**src/rtl/serial_adder_ctrl_if.sv**
```systemverilog
// Handshake and operand/result bundle for serial_adder_ctrl.
// The ovf signal exists only when SERIAL_ADD_OVF_EN is defined.
interface serial_adder_ctrl_if #(
    parameter int WIDTH = 8
);
    logic             start;
    logic [WIDTH-1:0] a;
    logic [WIDTH-1:0] b;
    logic             cin;
    logic             busy;
    logic             done;
    logic [WIDTH-1:0] sum;
    logic             cout;
`ifdef SERIAL_ADD_OVF_EN
    logic             ovf;
`endif

    modport master (
        output start, a, b, cin,
        input  busy, done, sum, cout
`ifdef SERIAL_ADD_OVF_EN
        , input ovf
`endif
    );

    modport slave (
        input  start, a, b, cin,
        output busy, done, sum, cout
`ifdef SERIAL_ADD_OVF_EN
        , output ovf
`endif
    );
endinterface

```
**src/rtl/serial_adder_ctrl.sv**
```systemverilog
// Bit-serial adder: one full-adder cell plus a carry register, LSB first.
// Define SERIAL_ADD_OVF_EN to add the registered signed-overflow output.
module serial_adder_ctrl #(
    parameter int WIDTH = 8
) (
    input logic               clk,
    input logic               rst,
    serial_adder_ctrl_if.slave bus
);
    localparam int CW = $clog2(WIDTH + 1);

    localparam logic [1:0] IDLE = 2'd0;
    localparam logic [1:0] RUN  = 2'd1;
    localparam logic [1:0] DONE = 2'd2;

    logic [1:0]       state;
    logic [WIDTH-1:0] sa;
    logic [WIDTH-1:0] sb;
    logic [WIDTH-1:0] sum_q;
    logic [WIDTH-1:0] sum_nxt;
    logic [CW-1:0]    cnt;
    logic             cy;
    logic             cout_q;
    logic             fa_s;
    logic             fa_c;
    logic             accept;
    logic             last;

    assign fa_s   = sa[0] ^ sb[0] ^ cy;
    assign fa_c   = (sa[0] & sb[0]) | (sa[0] & cy) | (sb[0] & cy);
    assign accept = bus.start && (state == IDLE || state == DONE);
    assign last   = (state == RUN) && (cnt == CW'(WIDTH - 1));

    // Result bits enter from the MSB side so the LSB lands at bit 0 last.
    always_comb begin
        sum_nxt            = sum_q >> 1;
        sum_nxt[WIDTH-1]   = fa_s;
    end

    always_ff @(posedge clk or posedge rst) begin
        if (rst) begin
            state  <= IDLE;
            sa     <= '0;
            sb     <= '0;
            sum_q  <= '0;
            cnt    <= '0;
            cy     <= 1'b0;
            cout_q <= 1'b0;
        end else if (accept) begin
            state <= RUN;
            sa    <= bus.a;
            sb    <= bus.b;
            cy    <= bus.cin;
            cnt   <= '0;
        end else if (state == RUN) begin
            sa    <= sa >> 1;
            sb    <= sb >> 1;
            cy    <= fa_c;
            sum_q <= sum_nxt;
            cnt   <= cnt + CW'(1);
            if (last) begin
                state  <= DONE;
                cout_q <= fa_c;
            end
        end else begin
            state <= IDLE;
        end
    end

`ifdef SERIAL_ADD_OVF_EN
    logic ovf_q;

    // On the MSB step, cy is the carry into the MSB and fa_c the carry out.
    always_ff @(posedge clk or posedge rst) begin
        if (rst) begin
            ovf_q <= 1'b0;
        end else if (!accept && last) begin
            ovf_q <= cy ^ fa_c;
        end
    end

    assign bus.ovf = ovf_q;
`endif

    assign bus.busy = (state == RUN);
    assign bus.done = (state == DONE);
    assign bus.sum  = sum_q;
    assign bus.cout = cout_q;
endmodule

```
**src/flat_wrapper.sv**
```systemverilog
// flat-port wrapper written by rule: the top's interface ports become plain ports
module serial_adder_ctrl_flat 
#(
    parameter int WIDTH = 8
)
  (clk, rst, bus_start, bus_a, bus_b, bus_cin, bus_busy, bus_done, bus_sum, bus_cout);
  serial_adder_ctrl_if #(.WIDTH(WIDTH)) bus_i ();
  input logic clk;
  input logic rst;
  input wire logic [$bits(bus_i.start)-1:0] bus_start;
  input wire logic [$bits(bus_i.a)-1:0] bus_a;
  input wire logic [$bits(bus_i.b)-1:0] bus_b;
  input wire logic [$bits(bus_i.cin)-1:0] bus_cin;
  output wire logic [$bits(bus_i.busy)-1:0] bus_busy;
  output wire logic [$bits(bus_i.done)-1:0] bus_done;
  output wire logic [$bits(bus_i.sum)-1:0] bus_sum;
  output wire logic [$bits(bus_i.cout)-1:0] bus_cout;
  assign bus_i.start = bus_start;
  assign bus_i.a = bus_a;
  assign bus_i.b = bus_b;
  assign bus_i.cin = bus_cin;
  assign bus_busy = bus_i.busy;
  assign bus_done = bus_i.done;
  assign bus_sum = bus_i.sum;
  assign bus_cout = bus_i.cout;
  serial_adder_ctrl #(.WIDTH(WIDTH)) u_core (.clk(clk), .rst(rst), .bus(bus_i));
endmodule
```
**config.mk**
```make
export PLATFORM = sky130hd
export DESIGN_NAME = serial_adder_ctrl_flat
export DESIGN_NICKNAME = d
export VERILOG_FILES = /design/src/rtl/serial_adder_ctrl_if.sv /design/src/rtl/serial_adder_ctrl.sv /design/src/flat_wrapper.sv
export SDC_FILE = /design/constraint.sdc
export NUM_CORES = 1
export LEC_CHECK = 0
export CORE_MARGIN = 2
export CORE_UTILIZATION = 36
export DETAILED_ROUTE_END_ITERATION = 7
export SLEW_MARGIN = 5
export SYNTH_ARGS = -nofsm -noshare
export SYNTH_HDL_FRONTEND = slang
export SYNTH_SLANG_ARGS = --single-unit
```
**constraint.sdc**
```tcl
create_clock -name clk -period 1.1 [get_ports clk]
set_input_delay 0.22 -clock clk [delete_from_list [all_inputs] [get_ports clk]]
set_output_delay 0.22 -clock clk [all_outputs]
set_load 0.01 [all_outputs]
```
==> metrics list <==
* Run status: finished with violations
- Violated checks: setup timing
- The number of max-slew violations in the final report was 0.
- Final Cycle Share: 115%
- Final-layout setup total negative slack: -2.90 ns
- Sw power: 2.21 mW
- Global routing consumed, on the met1 layer, 22.4% of the routing resources.
* Max Freq: between 700 and 800 MHz
- Count of antenna-violating nets left after detailed routing: 0
* Post-layout minimum cycle time: approximately 1.3 ns
* Leakage component of the power: 1.07 nW
- The worst setup path is captured at an output pin.
* Pre-antenna DRT Iters: 4
- The endpoint identified for the worst register-to-register timing path is u_core.bus.sum[7].
* Number of distinct library cell variants in the gate-level netlist after synthesis: 25
- Gate count after technology mapping: 120
- The post-route netlist has 42.5% of its cells at a drive strength greater than 1.
- Post-synthesis net count: 142
* Final Routed Wirelength: 3.20 mm
- Average detailed-routed wire length per instance: 14.0 µm
* Antenna violations before repair: 0
- Die area: ~0.0045 mm²
* Number of clock sinks seen by CTS: 32
- Clock tree from TritonCTS: done
- Of all nets on the critical path, the largest fanout is 3.
* RSZ-0062 raised after global routing: yes
* Total number of placement rows: 22
- In the routed design, unresolved DRC markers number 0.
* Worst slew pin tran: 0.135 ns
- Placeable core region: 0.00374 mm²
* GPL Wtd Cong: slightly below 0.7
* Pin count of the biggest net entering global routing: 33
- The clock network accounts for ~14% of the total power.
- At the worst endpoint, the arrival time is 1.04 ns.
* I/O pin count: 31
* Data required time of the worst path: a little under 0.9 ns
- In this run the vertical extent of the chip is 67.1 µm.
- Clock-pin slew was measured on the worst setup and hold paths at 0.06 ns.
- In this run the most used layer during global routing was met2.
- Mean instance size in the synthesized netlist: roughly 12 µm²
- In this run, flip-flops and latches consume 31.2% of the power.
- In the routed layout, each cell is associated on average with a via count of 4.94.
- H-Tree Level Count: 2
- GRT Overall Usage: 17.4%
* Hold crit path type: primary input to asynchronous set/reset pin
- Counting the buffers created by CTS gives 5.
- Kind of critical path: flop to output pin
- The share of total power dissipated in combinational logic is 54.9%.
* Worst-case setup margin in the final layout: -0.161 ns
* Number of design-rule violations left by the first detailed-router iteration: 34
- The die is 67.1 µm wide.
- The internal power of the cells totals 4.38 mW.
* Post-route clock skew: 0.00536 ns
- Number of buffer cells added on primary ports: 30
* Total count of hold-check failures in the final report: 0
* Synth Warn #: 0
* Area used by multi-input combinational logic: 677 µm²
* Detailed placement HPWL: 2.11 mm
- The tree is rooted in a clkbuf_8.
- In this run the cell area of the synthesized design comes to 0.00143 mm².
- The net count of the finished layout is 202.
- Global routing consumed, on the met2 layer, 27.0% of the routing resources.
- Wire length of the first global-routing pass: about 5.6 mm
* Design Area, Final: 0.00222 mm²
- Reg2reg setup slack: -0.13 ns
* Global-route track usage on met3: 4.56%
- Part of the Yosys area used for sequential elements: 55.9%
- Across the whole layout, storage elements account for 801 µm².
* Total global routing overflow: 0
* Number of diodes added for antenna fixing: 0
- Reg2Reg Depth: 2
* Fraction of power spent switching nets: 33.6%
* Placed Instance Area: 0.00195 mm²
- Cell Pwr Density: between 2000 and 3000 mW/mm²
- The worst-case IR drop observed on VDD is 2.23 mV.
* Final number of setup-violating endpoints: 30
* Type of element launching the critical path: flop
* Worst reg2reg path startpoint: u_core.cy
- The routed layout has around 1,100 vias.
* Number of global-route vias before repair: about 1,200
- Max-cap violations in this run came to 0.
- Filler Cell Count: around 310
* Initial cell density of the core: a little under two fifths
- Measured against its own limit, the worst slew margin works out to 90.7%.
- Area delta synth->final: 55.3%
- Post-synthesis sequential element count: 32
- For the worst-skew pair, the clock arrives at the later sink with an insertion delay of roughly 0.28 ns.
- Worst-case clock buffer depth: 2
## final cells by class
cell class | count | share of cell area (%)
inverters | 2 | 0.675
clock buffers | 8 | 4.05
well taps | 48 | 2.70
multi-input cells | 78 | 30.4
repair buffers | 61 | 26.2
flip-flops and latches | 32 | 36.0
## metal layers
metal / vias up / wire [µm] / part of all wire, %
met5: - / 0 / 0
met3: 8 / 158 / 4.9
met2: 26 / 1540 / 48
li1: 539 / - / -
met4: 0 / 64 / 2.0
met1: 559 / 1430 / 45
## sequential cells by signal, summed over array words and instances, names as in the netlist
register         flops
u_core.state         2
u_core.cnt           4
u_core.bus.cout      1
u_core.sb            8
u_core.cy            1
u_core.sa            8
u_core.bus.sum       8
## worst max path at each step
stage	start	endpoint	slack (ns)	cells after the start
finish	u_core.state[0]	bus_done	-0.16	2
global route	u_core.state[0]	bus_done	-0.20	2
CTS	u_core.state[0]	bus_done	-0.18	2
detailed placement	bus_start	u_core.sa[5]	-0.36	6
global placement	bus_start	u_core.sa[2]	-0.34	6
floorplan	u_core.cy	u_core.bus.sum[7]	-0.10	2
## cell usage in the layout (no fill, tap or decap), drive strengths merged
| master | instances |
|---|---|
| fa | 1 |
| a22oi | 8 |
| mux2 | 10 |
| ha | 1 |
| nor2b | 1 |
| o21ai | 8 |
| a22o | 2 |
| clkdlybuf4s50 | 19 |
| buf | 41 |
| xnor2 | 1 |
| nor2 | 2 |
| and2b | 1 |
| inv | 2 |
| nand4 | 1 |
| nand2b | 2 |
| clkbuf | 9 |
| nand3 | 8 |
| nor3 | 1 |
| mux2i | 9 |
| dfrtp | 32 |
| a21oi | 1 |
| nand2 | 21 |
## timing repair
action | 4_1_cts | 5_1_grt
hold endpoints to repair | 0 | 0
pin swaps | 9 | 2
resized for setup | 91 | 4
hold buffers | 0 | 0
endpoints found under the setup margin | 41 | 34
gates cloned | 2 | 0
buffers inserted | 9 | 1
## logic make-up (layout without fill, tap and decap cells)
group                      count (synthesis)  in the layout  synth area share, %
AOI/OAI and AO/OA                         19             19                 8.56
adders and majority gates                  2              2                 2.27
and+or+nand+nor                           37             37                 12.3
xor gates and xnor gates                   1              1                0.611
buffers and inverters                     10             71                 5.06
DFF                                       32             32                 55.9
muxes                                     19             19                 15.3
## synthesized netlist by cell type
cell type	number	share of area, %
a21oi_1	1	0.35
a22o_1	2	1.2
a22oi_1	8	4.2
and2b_1	1	0.52
buf_2	4	1.4
buf_6	4	3.1
dfrtp_1	32	56
fa_1	1	1.4
ha_1	1	0.87
inv_1	1	0.26
inv_2	1	0.26
mux2_2	9	7.1
mux2_4	1	1.0
mux2i_1	8	5.6
mux2i_4	1	1.6
nand2_1	21	5.5
nand2b_1	1	0.44
nand2b_4	1	0.96
nand3_1	8	2.8
nand4_1	1	0.44
nor2_1	2	0.52
nor2b_1	1	0.44
nor3_2	1	0.70
o21ai_0	8	2.8
xnor2_1	1	0.61
## power groups by stage
stage	Combinational (mW)	Clock [mW]	Sequential [mW]
3_3_place_gp	2.75	0	2.03
3_5_place_dp	2.84	0	2.06
6_report	3.62	0.914	2.06
2_1_floorplan	1.57	0	2.11
4_1_cts	3.68	0.943	2.06
5_1_grt	3.94	1.02	2.11
## stage by stage
step                      power (mW)  cells  util [%]  worst slack (ns)  hold WS (ns)
final                           6.60    229      59.4            -0.161         0.276
after global routing            7.07    229      59.4            -0.204         0.332
after CTS                       6.68    230      59.7            -0.177         0.282
after detailed placement        4.89    212      52.0            -0.358         0.472
after global placement          4.77    212      52.0            -0.338         0.472
after floorplan                 3.68    120         -            -0.103         0.336
## worst max-delay path, stage by stage, from the launching register on
cell and delay (ns):
dfrtp_1 0.42, and2b_1 0.21, buf_2 0.12
Power figures use the tool's default switching activity.
